### src/rtl/cache_burst_adapter_pkg.sv
// Shared types and geometry helpers for the cache-to-fabric burst adapter.
package cache_burst_adapter_pkg;

  localparam int DEF_LINE_SIZE = 64;
  localparam int DEF_BEAT_SIZE = 16;
  localparam int DEF_BEATS     = DEF_LINE_SIZE / DEF_BEAT_SIZE;

  // A beat counter is never narrower than one bit, even for single-beat lines.
  function automatic int calc_beat_bits(input int beats);
    return (beats > 1) ? $clog2(beats) : 1;
  endfunction

  localparam int DEF_BEAT_BITS = calc_beat_bits(DEF_BEATS);

  typedef enum logic [0:0] {
    REQ_IDLE   = 1'b0,
    REQ_WBURST = 1'b1
  } req_state_e;

endpackage

### src/rtl/cache_burst_assembler.sv
// Collects narrow read-response beats into a line buffer and presents the
// completed line to the cache, holding it until accepted.
module cache_burst_assembler
  import cache_burst_adapter_pkg::*;
#(
  parameter int LINE_SIZE = 64,
  parameter int BEAT_SIZE = 16,
  parameter int TAG_WIDTH = 8
) (
  input  logic                   clk,
  input  logic                   reset,
  input  logic                   out_rsp_valid,
  input  logic [BEAT_SIZE*8-1:0] out_rsp_data,
  input  logic [TAG_WIDTH-1:0]   out_rsp_tag,
  input  logic                   out_rsp_last,
  output logic                   out_rsp_ready,
  output logic                   in_rsp_valid,
  output logic [LINE_SIZE*8-1:0] in_rsp_data,
  output logic [TAG_WIDTH-1:0]   in_rsp_tag,
  input  logic                   in_rsp_ready
);

  localparam int BEATS     = LINE_SIZE / BEAT_SIZE;
  localparam int BEAT_BITS = calc_beat_bits(BEATS);
  localparam int BEAT_W    = BEAT_SIZE * 8;

  logic [BEAT_BITS-1:0]   rsp_cnt_q, rsp_cnt_d;
  logic                   rsp_valid_q, rsp_valid_d;
  logic [TAG_WIDTH-1:0]   tag_q, tag_d;
  logic [LINE_SIZE*8-1:0] line_q, line_d;
  logic                   beat_fire, line_done;

  always_comb begin
    out_rsp_ready = !rsp_valid_q || in_rsp_ready;
    beat_fire     = out_rsp_valid && out_rsp_ready;
    line_done     = beat_fire && (rsp_cnt_q == BEAT_BITS'(BEATS - 1));
    rsp_cnt_d     = rsp_cnt_q;
    tag_d         = tag_q;
    line_d        = line_q;
    if (beat_fire) begin
      rsp_cnt_d = line_done ? '0 : rsp_cnt_q + 1'b1;
      tag_d     = out_rsp_tag;
      line_d[int'(rsp_cnt_q)*BEAT_W +: BEAT_W] = out_rsp_data;
    end
    // A freshly completed line wins over the consumption of the previous one.
    if (line_done)         rsp_valid_d = 1'b1;
    else if (in_rsp_ready) rsp_valid_d = 1'b0;
    else                   rsp_valid_d = rsp_valid_q;
  end

  always_ff @(posedge clk or posedge reset) begin
    if (reset) begin
      rsp_cnt_q   <= '0;
      rsp_valid_q <= 1'b0;
    end else begin
      rsp_cnt_q   <= rsp_cnt_d;
      rsp_valid_q <= rsp_valid_d;
    end
  end

  always_ff @(posedge clk) begin
    tag_q  <= tag_d;
    line_q <= line_d;
  end

  assign in_rsp_valid = rsp_valid_q;
  assign in_rsp_data  = line_q;
  assign in_rsp_tag   = tag_q;

  a_last_matches_count : assert property (@(posedge clk) disable iff (reset)
    out_rsp_valid |-> (out_rsp_last == (rsp_cnt_q == BEAT_BITS'(BEATS - 1))))
    else $error("out_rsp_last disagrees with beat position");

  a_tag_constant : assert property (@(posedge clk) disable iff (reset)
    (out_rsp_valid && rsp_cnt_q != '0) |-> (out_rsp_tag == tag_q))
    else $error("response tag changed within one line");

endmodule

### src/rtl/cache_burst_adapter.sv
// Splits line-wide cache requests into narrow fabric beats and reassembles
// narrow read responses into line-wide responses.
module cache_burst_adapter
  import cache_burst_adapter_pkg::*;
#(
  parameter int LINE_SIZE  = 64,
  parameter int BEAT_SIZE  = 16,
  parameter int ADDR_WIDTH = 26,
  parameter int TAG_WIDTH  = 8,
  localparam int BEATS     = LINE_SIZE / BEAT_SIZE,
  localparam int BEAT_BITS = calc_beat_bits(BEATS)
) (
  input  logic                            clk,
  input  logic                            reset,
  input  logic                            in_req_valid,
  input  logic                            in_req_rw,
  input  logic [LINE_SIZE-1:0]            in_req_byteen,
  input  logic [ADDR_WIDTH-1:0]           in_req_addr,
  input  logic [LINE_SIZE*8-1:0]          in_req_data,
  input  logic [TAG_WIDTH-1:0]            in_req_tag,
  output logic                            in_req_ready,
  output logic                            in_rsp_valid,
  output logic [LINE_SIZE*8-1:0]          in_rsp_data,
  output logic [TAG_WIDTH-1:0]            in_rsp_tag,
  input  logic                            in_rsp_ready,
  output logic                            out_req_valid,
  output logic                            out_req_rw,
  output logic [ADDR_WIDTH+BEAT_BITS-1:0] out_req_addr,
  output logic [BEAT_SIZE-1:0]            out_req_byteen,
  output logic [BEAT_SIZE*8-1:0]          out_req_data,
  output logic [TAG_WIDTH-1:0]            out_req_tag,
  output logic                            out_req_last,
  input  logic                            out_req_ready,
  input  logic                            out_rsp_valid,
  input  logic [BEAT_SIZE*8-1:0]          out_rsp_data,
  input  logic [TAG_WIDTH-1:0]            out_rsp_tag,
  input  logic                            out_rsp_last,
  output logic                            out_rsp_ready
);

  localparam int BEAT_W = BEAT_SIZE * 8;

  if (LINE_SIZE % BEAT_SIZE != 0) begin : g_bad_geometry
    $error("LINE_SIZE must be a whole multiple of BEAT_SIZE");
  end

  typedef struct packed {
    logic                            rw;
    logic [ADDR_WIDTH+BEAT_BITS-1:0] addr;
    logic [BEAT_SIZE-1:0]            byteen;
    logic [BEAT_W-1:0]               data;
    logic [TAG_WIDTH-1:0]            tag;
    logic                            last;
  } beat_req_t;

  req_state_e             state_q, state_d;
  logic [BEAT_BITS-1:0]   req_cnt_q, req_cnt_d;
  logic [ADDR_WIDTH-1:0]  addr_q, addr_d;
  logic [TAG_WIDTH-1:0]   tag_q, tag_d;
  logic [LINE_SIZE-1:0]   byteen_q, byteen_d;
  logic [LINE_SIZE*8-1:0] data_q, data_d;
  beat_req_t              beat;

  // NOTE: every output of this block is given a default first so no path
  // through the case statement can leave a value unassigned and infer a latch.
  always_comb begin
    state_d       = state_q;
    req_cnt_d     = req_cnt_q;
    addr_d        = addr_q;
    tag_d         = tag_q;
    byteen_d      = byteen_q;
    data_d        = data_q;
    beat          = '0;
    out_req_valid = 1'b0;
    in_req_ready  = 1'b0;
    unique case (state_q)
      REQ_IDLE: begin
        in_req_ready  = out_req_ready;
        out_req_valid = in_req_valid;
        beat.rw       = in_req_rw;
        beat.addr     = {in_req_addr, BEAT_BITS'(0)};
        beat.byteen   = in_req_rw ? in_req_byteen[BEAT_SIZE-1:0] : '1;
        beat.data     = in_req_data[BEAT_W-1:0];
        beat.tag      = in_req_tag;
        beat.last     = !in_req_rw || (BEATS == 1);
        if (in_req_valid && out_req_ready && in_req_rw && (BEATS > 1)) begin
          addr_d    = in_req_addr;
          tag_d     = in_req_tag;
          byteen_d  = in_req_byteen;
          data_d    = in_req_data;
          req_cnt_d = BEAT_BITS'(1);
          state_d   = REQ_WBURST;
        end
      end
      REQ_WBURST: begin
        out_req_valid = 1'b1;
        beat.rw       = 1'b1;
        beat.addr     = {addr_q, req_cnt_q};
        beat.byteen   = byteen_q[int'(req_cnt_q)*BEAT_SIZE +: BEAT_SIZE];
        beat.data     = data_q[int'(req_cnt_q)*BEAT_W +: BEAT_W];
        beat.tag      = tag_q;
        beat.last     = (req_cnt_q == BEAT_BITS'(BEATS - 1));
        if (out_req_ready) begin
          req_cnt_d = beat.last ? '0 : req_cnt_q + 1'b1;
          if (beat.last) state_d = REQ_IDLE;
        end
      end
      default: state_d = REQ_IDLE;
    endcase
  end

  always_ff @(posedge clk or posedge reset) begin
    if (reset) begin
      state_q   <= REQ_IDLE;
      req_cnt_q <= '0;
    end else begin
      state_q   <= state_d;
      req_cnt_q <= req_cnt_d;
    end
  end

  // NOTE: the latched line is only ever read while in WBURST, which is entered
  // by the same cycle that loads it, so these wide registers carry no reset.
  always_ff @(posedge clk) begin
    addr_q   <= addr_d;
    tag_q    <= tag_d;
    byteen_q <= byteen_d;
    data_q   <= data_d;
  end

  assign out_req_rw     = beat.rw;
  assign out_req_addr   = beat.addr;
  assign out_req_byteen = beat.byteen;
  assign out_req_data   = beat.data;
  assign out_req_tag    = beat.tag;
  assign out_req_last   = beat.last;

  cache_burst_assembler #(
    .LINE_SIZE (LINE_SIZE),
    .BEAT_SIZE (BEAT_SIZE),
    .TAG_WIDTH (TAG_WIDTH)
  ) u_assembler (
    .clk           (clk),
    .reset         (reset),
    .out_rsp_valid (out_rsp_valid),
    .out_rsp_data  (out_rsp_data),
    .out_rsp_tag   (out_rsp_tag),
    .out_rsp_last  (out_rsp_last),
    .out_rsp_ready (out_rsp_ready),
    .in_rsp_valid  (in_rsp_valid),
    .in_rsp_data   (in_rsp_data),
    .in_rsp_tag    (in_rsp_tag),
    .in_rsp_ready  (in_rsp_ready)
  );

endmodule

### config.mk
export PLATFORM = sky130hd
export DESIGN_NAME = cache_burst_adapter
export DESIGN_NICKNAME = d
export VERILOG_FILES = /design/src/rtl/cache_burst_adapter_pkg.sv /design/src/rtl/cache_burst_assembler.sv /design/src/rtl/cache_burst_adapter.sv
export SDC_FILE = /design/constraint.sdc
export NUM_CORES = 1
export LEC_CHECK = 0
export BUFFER_PORTS_ARGS = -buffer_cell sky130_fd_sc_hd__buf_2
export CORE_AREA = 5 5 570 572
export DETAILED_ROUTE_END_ITERATION = 6
export DIE_AREA = 0 0 575 577
export PLACE_DENSITY = 0.34
export SYNTH_ARGS = -nofsm -noshare
export SYNTH_HDL_FRONTEND = slang
export SYNTH_SLANG_ARGS = --single-unit
### constraint.sdc
create_clock -name clk -period 18.6 [get_ports clk]
set_input_delay 1.86 -clock clk [delete_from_list [all_inputs] [get_ports clk]]
set_output_delay 1.86 -clock clk [all_outputs]
set_load 0.03 [all_outputs]
==> results.py <==
metrics = {
    "synth": {
        "synth-async-reset-ratio_pct": 0.5282,
        "seq_area_frac_synth_pct": 77.70,
        "synth_warnings": 0,
        "synth_edf_count": 1130,
        "avgSynthCellArea_um2": 20.27,
        "synth_top_cell_area_share_pct": 77.36,
        "synth.ff_latch_count": 1136,
        "synth.distinct_cells": 33,
        "ys.flop_type": "edfxtp_1",
        "synth_largest_area_cell": "edfxtp_1",
        "synthCells": 2164,
        "synth_nets": 2924,
        "synth_top_cells_by_area": "edfxtp_1 (77%), and2_1 (7.4%), mux4_2 (6.6%)",
        "netlist_area_mm2": 0.04386,
    },
    "floorplanning": {
        "die_h_um": 577,
        "rows": 208,
        "start_util_pct": 13.72,
        "die_area_mm2": 0.3318,
        "core_mm2": 0.3196,
        "fp.dieW_um": 575,
        "boundaryPins": 1460,
    },
    "setup_path": {
        "rrSetupSlack_ns": 13.88,
        "crit_start": "req_cnt_q[0]",
        "crit_cells": 6,
        "path_delay_family": "buffers and inverters",
        "crit_top_cell": "buf_4",
        "worst_r2r_endpoint": "data_q[319]",
        "required_ns": 16.74,
        "critPathCapture": "out_req_data[67]",
        "path_max_fanout": 46,
        "crit_buf_inv": 4,
        "critPathSlowestCell": "dfrtp_4",
        "r2r-start": "state_q",
        "critPathLaunchType": "flop",
        "max_stage_delay_ns": 0.99,
        "critPathArrivalTime_ns": 5.21,
        "cp_cell_sequence": "buf_4 > buf_4 > buf_4 > mux4_2 > mux2_4 > buf_2",
        "ff2ff_path_depth": 5,
        "critPathCaptureType": "output port",
        "path_class": "reg2out",
    },
    "clock_tree": {
        "numCtsBuffers": 151,
        "postCtsSetupBuffers": 0,
        "insertion_delay_ns": 0.80,
        "cts-resized-gates": 0,
        "cts_hold_buffers": 0,
        "cts_sinks": 1136,
        "path_clk_slew_ns": 0.05,
        "clock_tree.htree_level_count": 4,
        "cts_tree": "done",
        "clockBufferDepth": 4,
        "cts-root-buf": "clkbuf_16",
    },
    "route": {
        "vias": 26830,
        "viasPerCell": 3.327,
        "dr.pass1.iters": 5,
        "drt_iter0_markers": 1550,
        "ant_nets": 0,
        "wl_per_cell_um": 27.07,
        "routed_wirelength_um": 218300,
        "drc": 0,
    },
    "global_route": {
        "grt_usage_pct": 12.55,
        "overflow": 0,
        "antenna_found_initial": 204,
        "grt_pass1_vias": 28070,
        "grt_start_max_net_pins": 129,
        "grt_pass1_wl_um": 280800,
    },
    "place": {
        "gp_congestion": 0.8441,
        "port_buffers": 1458,
        "dpl.hpwl_um": 169200,
    },
    "sta": {
        "layout_min_cycle_time_ns": 7.066,
        "max_freq_ghz": 0.1415,
        "skew_ns": 0.02613,
        "relSlewSlack_pct": 16.44,
        "drv_slew": 0,
        "final-setup-viol-count": 0,
        "final.setup.tns_ns": 0,
        "period_share_pct": 37.99,
        "hold_viol": 0,
        "rsz0062_at_grt": "false",
        "max_slew.worst_pin.slew_ns": 1.253,
    },
    "power_and_ir_drop": {
        "p_leak_nw": 22.41,
        "power.total_w": 0.009376,
        "vdd_drop_max_v": 0.00008874,
        "p_per_area_mw_per_mm2": 153.8,
    },
    "cells_and_area": {
        "final_common_cell": "buf_2",
        "final_cell_mix": "buf_2 (1458), edfxtp_1 (1130), and2_1 (516)",
        "drive_gt1_share_pct": 52.58,
        "final_nets": 4460,
        "area_growth_pct": 38.98,
    },
    "worst_hold_path": {
        "hold_path.class": "reg2reg",
    },
    "run": {
        "drv_cap": 0,
    },
    "run_status": {
        "status": "finished, final reports clean",
    },
}
[layer usage]
layer | vias to the layer above | wire length (µm) | track usage (%)
met5 | - | 456 | 0
met4 | 76 | 4725 | 2.545
met1 | 13420 | 89830 | 15.64
met3 | 421 | 20760 | 4.630
li1 | 11510 | - | -
met2 | 1405 | 102600 | 20.80
[worst min-delay path: stages (launching register included)]
cell     delay (ns)
dfrtp_1        0.40
inv_1          0.13
o21ai_0        0.11
[cells in the mapped netlist, drive strengths merged, types with 3 or more instances]
| library cell | instances |
|---|---|
| edfxtp | 1130 |
| and2 | 517 |
| mux2 | 162 |
| mux4 | 128 |
| clkbuf | 61 |
| buf | 51 |
| mux2i | 32 |
| nor2 | 18 |
| a221oi | 16 |
| dfrtp | 6 |
| ha | 6 |
| nand2 | 6 |
| inv | 5 |
| and3 | 4 |
| o21ai | 4 |
| nand2b | 3 |
| nor3 | 3 |
[metrics by stage]
step                std cells  hold WS [ns]  cell area, µm²  utilization [%]  worst slack, ns
floorplan                2164        0.5951           43860                -            1.382
global placement         7747        0.6586           56130            17.56            12.08
detailed placement       7747        0.6818           56130            17.56            12.11
CTS                      8011        0.6876           60820            19.03            11.18
global route             8031        0.7141           60870            19.05            11.02
finish                   8066        0.6902           60960            19.07            11.53
[kinds of logic after synthesis]
family	Yosys count	share of synthesized area (%)
simple gates	559	7.862
compound gates	24	0.4393
flops	1136	77.70
mux	322	12.24
buf+inv	117	1.583
fa+ha+maj	6	0.1712
[state kept, by name, indices dropped and copies added, names as in the netlist]
register,cells
addr_q,26
byteen_q,64
data_q,512
req_cnt_q,2
state_q,1
tag_q,8
u_assembler.in_rsp_data,512
u_assembler.in_rsp_tag,8
u_assembler.in_rsp_valid,1
u_assembler.rsp_cnt_q,2
[area by class of cell]
type | instances | area, µm²
Fill cell | 34690 | 258600
Multi-Input combinational cell | 911 | 9149
Clock inverter | 82 | 734.5
Inverter | 5 | 18.77
Timing Repair Buffer | 1495 | 7612
Sequential cell | 1136 | 34090
Clock buffer | 182 | 3959
Antenna cell | 55 | 137.6
Tap cell | 4200 | 5255
[how the worst min path moves through the flow]
stage | from | to | slack, ns | cells after the start
6_report | u_assembler.rsp_cnt_q[1] | u_assembler.rsp_cnt_q[1] | 0.69 | 2
5_1_grt | u_assembler.rsp_cnt_q[1] | u_assembler.rsp_cnt_q[1] | 0.71 | 2
4_1_cts | u_assembler.rsp_cnt_q[1] | u_assembler.rsp_cnt_q[1] | 0.69 | 2
3_5_place_dp | u_assembler.rsp_cnt_q[1] | u_assembler.rsp_cnt_q[1] | 0.68 | 2
3_3_place_gp | u_assembler.rsp_cnt_q[1] | u_assembler.rsp_cnt_q[1] | 0.66 | 2
2_1_floorplan | u_assembler.rsp_cnt_q[1] | u_assembler.rsp_cnt_q[1] | 0.60 | 2
[power by group]
group          switching [W]  internal, W
clock                0.00121      0.00165
sequential          0.000162      0.00325
combinational        0.00212     0.000984
total                0.00349      0.00588
Note: power is estimated with default switching activity, not from simulation.
